--- src/rtl/bsg_fifo_bypass.sv ---
// Ready/valid FIFO of els_p entries; when empty and bypass_p=1 the input word
// reaches the output in the same cycle, otherwise words drain in arrival order.
module bsg_fifo_bypass #(
    parameter int width_p  = 16,
    parameter int els_p    = 4,
    parameter int bypass_p = 1
) (
    input  logic                       clk_i,
    input  logic                       reset_n_i,
    input  logic                       v_i,
    input  logic [width_p-1:0]         data_i,
    output logic                       ready_o,
    output logic                       v_o,
    output logic [width_p-1:0]         data_o,
    input  logic                       yumi_i,
    output logic [$clog2(els_p+1)-1:0] count_o
);
    localparam int ptr_w = (els_p > 1) ? $clog2(els_p) : 1;
    localparam int cnt_w = $clog2(els_p + 1);
    localparam logic [ptr_w-1:0] last_ptr = ptr_w'(els_p - 1);
    localparam logic [cnt_w-1:0] full_cnt = cnt_w'(els_p);

    logic [width_p-1:0] mem [els_p];
    logic [ptr_w-1:0]   wptr;
    logic [ptr_w-1:0]   rptr;
    logic [cnt_w-1:0]   count;
    logic               empty;
    logic               enq;
    logic               bypass_consume;
    logic               do_write;
    logic               do_read;

    assign empty   = (count == '0);
    assign ready_o = (count != full_cnt);
    assign count_o = count;
    assign enq     = v_i & ready_o;

    // A word taken straight through never touches storage or pointers.
    assign bypass_consume = (bypass_p != 0) && empty && v_i && yumi_i;
    assign do_write       = enq & ~bypass_consume;
    assign do_read        = yumi_i & ~empty;

    generate
        if (bypass_p != 0) begin : g_bypass
            assign v_o    = empty ? v_i : 1'b1;
            assign data_o = empty ? data_i : mem[rptr];
        end else begin : g_registered
            assign v_o    = ~empty;
            assign data_o = mem[rptr];
        end
    endgenerate

    // Explicit wrap keeps non-power-of-two depths inside the array.
    always_ff @(posedge clk_i or negedge reset_n_i) begin
        if (!reset_n_i) begin
            wptr  <= '0;
            rptr  <= '0;
            count <= '0;
        end else begin
            if (do_write) begin
                wptr <= (wptr == last_ptr) ? '0 : wptr + 1'b1;
            end
            if (do_read) begin
                rptr <= (rptr == last_ptr) ? '0 : rptr + 1'b1;
            end
            if (do_write && !do_read) begin
                count <= count + 1'b1;
            end else if (do_read && !do_write) begin
                count <= count - 1'b1;
            end
        end
    end

    always_ff @(posedge clk_i) begin
        if (do_write) begin
            mem[wptr] <= data_i;
        end
    end

    a_yumi_needs_valid: assert property (@(posedge clk_i) disable iff (!reset_n_i)
        yumi_i |-> v_o);

endmodule

--- config.mk ---
export PLATFORM = sky130hd
export DESIGN_NAME = bsg_fifo_bypass
export DESIGN_NICKNAME = d
export VERILOG_FILES = /design/src/rtl/bsg_fifo_bypass.sv
export SDC_FILE = /design/constraint.sdc
export NUM_CORES = 1
export LEC_CHECK = 0
export CORE_MARGIN = 3
export CORE_UTILIZATION = 56
export CTS_BUF_LIST = sky130_fd_sc_hd__clkbuf_4 sky130_fd_sc_hd__clkbuf_8
export DETAILED_ROUTE_END_ITERATION = 10
export PLACE_DENSITY = 0.88
export SLEW_MARGIN = 15
export SYNTH_ARGS = -nofsm -noshare
export SYNTH_HDL_FRONTEND = slang
export SYNTH_SLANG_ARGS = --single-unit
--- constraint.sdc ---
create_clock -name clk_i -period 2.35 [get_ports clk_i]
set_input_delay 0.5875 -clock clk_i [delete_from_list [all_inputs] [get_ports clk_i]]
set_output_delay 0.5875 -clock clk_i [all_outputs]
set_load 0.01 [all_outputs]
==> summary.md, run 1 <==
| Metric | Value |
|---|---|
| First-pass GRT wire length | `9740 µm` |
| Starting Density | `0.603` |
| Min-Delay Path Class | `in2async` |
| CTS Root Cell | `clkbuf_8` |
| CTS Sinks | `71` |
| Synth Area in XOR/XNOR | `0.00882` |
| Yosys warns | `0` |
| Fraction of registers with async set/reset | `0.0986` |
| Syn_area_per_cell | `21.3 µm²` |
| Register area | `2100 µm²` |
| CP endpoint kind | `output port` |
| Vias after detailed routing | `1663` |
| DP Area | `3720 µm²` |
| Diode count | `0` |
| Worst path slowest cell | `mux4_2` |
| Worst Path Required | `1760 ps` |
| Initial DRC Count | `129` |
| VDD IR max | `787 µV` |
| Die Wd | `78.9 µm` |
| Slew Viols, Final | `0` |
| Leading area contributor after synthesis | `edfxtp_1` |
| Pre-Repair DR Iteration Count | `4` |
| Final net count | `256` |
| Vias in the first global route | `1874` |
| Slowest Stage Delay on Critical Path | `510 ps` |
| Fmax achieved | `417 MHz` |
| Yosys cell types | `19` |
| CTS max path bufs | `2` |
| Detailed Route WL | `6050 µm` |
| Initial antenna violation count | `0` |
| Worst EP arrival | `1810 ps` |
| Adder-cell share of the synthesized area | `0.0319` |
| Yosys reg bits | `71` |
| Lkg Pwr | `1.45 nW` |
| Mapped Cells | `140` |
| Post-synth EDFFs | `64` |
| Post-synth net total | `167` |
| Critical Path Fanout Max | `6` |
| Clock-pin slew on the worst setup and hold paths | `70 ps` |
| Final hold violation count | `0` |
| Die area | `6230 µm²` |
| DRC violations left | `0` |
| Final worst-path cycle share | `1.02` |
| Layout fillers | `277` |
| Largest net degree at the start of global routing | `17` |
| Area taken by multi-input logic gates | `826 µm²` |
| Sum Neg Setup Slack | `-457 ps` |
| Detail Placement HPWL | `4120 µm` |
| Total Power | `4.84 mW` |
| Post-synthesis mux area share | `0.211` |
| Total CTS buffers | `9` |
| Core Util, Final | `0.788` |
| Crit path time final | `2400 ps` |
| Core area | `4940 µm²` |
| CTS tree | `done` |
| Pwr Density | `1240 nW/µm²` |
| Synth Cell Area | `2980 µm²` |
| Setup-failing EPs final | `16` |
| Unrepaired setup endpoints after global routing | `true` |
| IO Pins | `41` |
| WHS | `525 ps` |
| Layout area overhead | `30.8%` |
| Port Buffer Count | `40` |
| Worst Slack Setup Final | `-48.9 ps` |
| Failing checks | `setup timing` |
| RD Place Congestion | `0.752` |
| Crit path cell chain | `buf_6 -> mux4_2 -> mux2_4 -> buf_6` |
| Clock skew | `7.95 ps` |
| Drt via density | `5.54` |
| Placed cell count | `279` |
| H-tree levels | `3` |
| Compound-Gate Fraction of Synth Area | `0.00294` |
| Final ANT Viol Nets | `0` |
| Worst slack at placement | `-153 ps` |
| Synth Area in Simple Gates | `0.0256` |
| Largest family of logic cells by synthesized area | `multiplexers` |
| Least-Margin Pin Slew | `353 ps` |
| Synth top area share | `0.645` |
| Routed wire per std cell | `20.2 µm` |
| Share of layout cells above drive strength 1 | `0.472` |
| Final global-route overflow total | `0` |
| Most instantiated cells after synthesis | `64 x edfxtp_1, 21 x mux2_2, 8 x mux4_1, 8 x mux4_2, 7 x dfrtp_1` |
| Status | `finished with violations` |
| Max-Cap Viols | `0` |
| Gr usage total | `0.215` |
| Critical Path Most Common Cell | `buf_6` |
| # rows | `25` |
| Skew-Pair Late Insertion Delay | `330 ps` |
| Die height | `78.9 µm` |
| Design area | `3890 µm²` |
| Top cells by area, synth | `edfxtp_1 65%, mux2_2 7.9%, mux4_1 7.1%, mux4_2 6.1%, dfrtp_1 5.9%` |
| Post-synth top flop | `edfxtp_1` |
| Non-Filler Instances | `300` |
| Startpoint Class | `flop` |
| Crit path kind | `reg2out` |
| Count leader, synth | `edfxtp_1` |
| Relative slew slack | `0.764` |
| Share of the yosys chip area belonging to registers | `0.704` |
| Hold Buf Count CTS | `0` |
[power by group]
part | switching [mW] | leakage (nW) | total (mW) | internal [mW]
combinational | 0.965 | 0.709 | 2.26 | 1.30
clock | 0.413 | 0.0774 | 0.775 | 0.362
sequential | 0.120 | 0.667 | 1.80 | 1.68
total | 1.50 | 1.45 | 4.84 | 3.34
[layout make-up]
cell class | count | share of cell area
Sequential cell | 71 | 0.539
Clock buffer | 9 | 0.0318
Inverter | 3 | 0.00289
Clock inverter | 6 | 0.00739
Multi-Input combinational cell | 61 | 0.212
Tap cell | 67 | 0.0215
Timing Repair Buffer | 83 | 0.186
[flip-flops by register name, summed over array words and instances, names as in the netlist]
register and count:
mem 64, wptr 2, rptr 2, count_o 3
[cells by family after synthesis]
kind of cell	Yosys count
DFF	71
muxes	37
adders and majority gates	7
AOI/OAI and AO/OA	1
xor gates and xnor gates	3
and+or+nand+nor	13
buffers and inverters	8
[metal layers]
metal | track usage | part of all wire
met5 | 0 | 0
met1 | 0.273 | 0.42
met2 | 0.368 | 0.54
met3 | 0.0556 | 0.032
met4 | 0.0670 | 0.0073
[critical path, delay by kind of cell (launching register included)]
family   cells  cell delay, ps
buf+inv      2             270
flops        1             400
mux          2             800
[placed cells by master, fill, tap and decap left out, types with 2 or more instances in the layout]
master           netlist  routed
clkdlybuf4s50_1        0      23
inv_1                  3       3
mux2_4                 0       6
mux4_2                 8      16
buf_4                  0      39
and2_1                 4       4
ha_1                   6       6
mux2_2                21      15
clkinv_1               0       3
buf_2                  2       6
clkbuf_8               0       9
edfxtp_1              64      64
clkinv_2               0       2
xor2_1                 2       2
buf_6                  2      14
dfrtp_1                7       6
nor2_1                 5       5
nand2b_1               2       2
[what timing repair did]
item,in CTS,in global routing
endpoints found under the setup margin,16,17
pin swaps,0,0
gates resized for setup,93,4
buffers inserted,3,5
[worst paths after layout]
check,depth (start not counted),end,startpoint,slack (ps)
max in group asynchronous,1,rptr[0]$_DFFE_PN0P_,reset_n_i,1540
max,4,data_o[14],rptr[0]$_DFFE_PN0P_,-50
min in group clk_i,1,wptr[1]$_DFFE_PN0P_,wptr[1]$_DFFE_PN0P_,620
min reg2reg,1,wptr[1]$_DFFE_PN0P_,wptr[1]$_DFFE_PN0P_,620
max reg2reg,9,count_o[2]$_DFFE_PN0P_,count_o[2]$_DFFE_PN0P_,210
min,1,rptr[1]$_DFFE_PN0P_,reset_n_i,520
Power figures use the tool's default switching activity.
==> run 2, diff against run 1 <==
- CELL_PAD_IN_SITES_DETAIL_PLACEMENT: not set -> 1
- CELL_PAD_IN_SITES_GLOBAL_PLACEMENT: not set -> 2
- CORE_UTILIZATION: 56 -> 43
==> summary.md, run 2 (same netlist as run 1, synthesis figures left out) <==
| Metric | Value |
|---|---|
| Status | `finished with violations` |
| Failing checks | `setup timing` |
| IO Pins | `41 (unchanged)` |
| Total CTS buffers | `9 (unchanged)` |
| Critical Path Fanout Max | `4 (-2)` |
| Worst Path Required | `1760 ps (about the same)` |
| Slew Viols, Final | `0 (unchanged)` |
| Fmax achieved | `398 MHz (-4.6%)` |
| Die height | `89.2 µm (+13%)` |
| DRC violations left | `0 (unchanged)` |
| CTS Sinks | `71 (unchanged)` |
| Final worst-path cycle share | `1.07 (+0.0493)` |
| Detail Placement HPWL | `4380 µm (+6.3%)` |
| Placed cell count | `286 (+2.5%)` |
| Most frequent cells in the layout | `64 x edfxtp_1, 32 x buf_4, 23 x clkdlybuf4s50_1` |
| Seq pwr share | `0.345 (-0.027)` |
| Core area | `6530 µm² (+32%)` |
| Core Util, Final | `0.617 (-0.171)` |
| Relative slew slack | `0.734 (-0.0301)` |
| Min-Delay Path Class | `in2async` |
| Unrepaired setup endpoints after global routing | `true` |
| H-tree levels | `3 (unchanged)` |
| Final hold violation count | `0 (unchanged)` |
| Port Buffer Count | `40 (unchanged)` |
| First-pass GRT wire length | `10200 µm (+4.3%)` |
| Combinational Power Share | `0.485 (+0.017)` |
| Hold Buf Count CTS | `0 (unchanged)` |
| Die Wd | `89.2 µm (+13%)` |
| Max-Cap Viols | `0 (unchanged)` |
| Final ANT Viol Nets | `0 (unchanged)` |
| Final global-route overflow total | `0 (unchanged)` |
| CTS Root Cell | `clkbuf_8` |
| Max FFs per register | `64 (unchanged)` |
| Clock power share | `0.170 (+0.010)` |
| Largest net degree at the start of global routing | `17 (unchanged)` |
| NetSw | `1.58 mW (+5.6%)` |
| Pre-Repair DR Iteration Count | `4 (unchanged)` |
| Starting Density | `0.456 (-0.147)` |
| Drt via density | `5.29 (-4.6%)` |
| RD Place Congestion | `0.802 (+6.6%)` |
| Total Power | `5.22 mW (+7.7%)` |
| # rows | `29 (+16%)` |
| Largest register by flop count | `mem` |
| Gr usage total | `0.179 (-0.0366)` |
| Cell-internal power | `3.63 mW (+8.7%)` |
| Worst EP arrival | `1930 ps (+120 ps)` |
| Vias after detailed routing | `1644 (-1.1%)` |
| Initial DRC Count | `104 (-19%)` |
| Layout area overhead | `35.4%` |
| Share of layout cells above drive strength 1 | `0.483 (+0.0108)` |
| Vias in the first global route | `1888 (+0.75%)` |
| Crit path kind | `reg2out` |
| Clock skew | `11.3 ps (+3.36 ps)` |
| Worst Slack Setup Final | `-165 ps (-116 ps)` |
| VDD IR max | `660 µV (-16%)` |
| CTS max path bufs | `2 (unchanged)` |
| CP endpoint kind | `output port` |
| Least-Margin Pin Slew | `398 ps (+45.1 ps)` |
| Pwr Density | `1290 nW/µm² (+4.0%)` |
| Non-Filler Instances | `311 (+3.7%)` |
| Diode count | `0 (unchanged)` |
| CTS tree | `done` |
| Commonest non-fill, non-tap cell in the layout | `edfxtp_1` |
| Setup-failing EPs final | `16 (unchanged)` |
| Sw frac | `0.303 (-0.00600)` |
| Lkg Pwr | `1.51 nW (+4.0%)` |
| WHS | `535 ps (+10.5 ps)` |
| Skew-Pair Late Insertion Delay | `340 ps (about the same)` |
| Die area | `7960 µm² (+28%)` |
| Detailed Route WL | `6620 µm (+9.5%)` |
| Crit path time final | `2510 ps (+116 ps)` |
| Final net count | `256 (unchanged)` |
| Startpoint Class | `flop` |
| Clock-pin slew on the worst setup and hold paths | `70 ps (about the same)` |
| Initial antenna violation count | `0 (unchanged)` |
| Routed wire per std cell | `21.3 µm (+5.6%)` |
run 2: changes by cell type in the layout (fill, tap and decap cells not counted), moves of 2 or more:
| cell | change |
|---|---|
| buf_4 | -7 |
| clkdlybuf4s15_2 | +3 |
| mux2_2 | -5 |
| clkinv_1 | -3 |
| buf_6 | +8 |
| mux2_4 | +5 |
| clkbuf_4 | +3 |
| buf_12 | +2 |
| buf_2 | -6 |
run 2: worst paths after layout:
kind	startpoint	to	slack, ps	cells past startpoint
worst min-delay path	reset_n_i	wptr[0]$_DFFE_PN0P_	540	1
worst max register to register	count_o[1]$_DFFE_PN0P_	count_o[2]$_DFFE_PN0P_	230	9
worst min register to register	wptr[1]$_DFFE_PN0P_	wptr[1]$_DFFE_PN0P_	580	1
worst max-delay path	rptr[0]$_DFFE_PN0P_	data_o[7]	-160	5
max in group asynchronous	reset_n_i	count_o[2]$_DFFE_PN0P_	1530	1
min in group clk_i	wptr[1]$_DFFE_PN0P_	wptr[1]$_DFFE_PN0P_	580	1
run 2: power groups by stage:
stage	registers [mW]	logic [mW]	clock network [mW]
after floorplan	1.82	1.14	0
after global placement	1.79	2.06	0
after detailed placement	1.82	2.15	0
after CTS	1.80	2.42	0.891
after global routing	1.82	2.73	0.966
final	1.80	2.53	0.887
run 2: repair_timing:
item / 4_1_cts / 5_1_grt
pin swaps: 0 / 1
gates resized for setup: 92 / 11
buffers inserted: 8 / 2
setup endpoints to repair: 16 / 17
run 2: area by class of cell:
| cell class | count | area (µm²) |
|---|---|---|
| Clock buffer | 13 | 160 |
| Clock inverter | 3 | 18.8 |
| Fill cell | 578 | 2500 |
| Inverter | 3 | 11.3 |
| Multi-Input combinational cell | 61 | 845 |
| Sequential cell | 71 | 2100 |
| Tap cell | 77 | 96.3 |
| Timing Repair Buffer | 83 | 805 |
run 2: per-stage QoR:
stage               setup slack, ps  cell area [µm²]  setup TNS [ps]
CTS                            -149             3960           -2050
floorplan                       269             2980               0
detailed placement             -161             3690           -1840
finish                         -165             4030           -2130
global route                   -233             4030           -3210
global placement              -93.9             3690           -1010
run 2: per-layer routing:
metal | routed length (µm) | up-vias | track usage
met1 | 2800 | 864 | 0.231
li1 | - | 739 | -
met3 | 200 | 6 | 0.0323
met2 | 3560 | 35 | 0.301
met5 | 0 | - | 0
met4 | 64 | 0 | 0.0690
run 2: critical path, stage by stage (launching register included):
cell	delay [ps]
dfrtp_1	410
buf_6	150
buf_6	110
mux4_2	510
mux2_4	290
buf_6	120
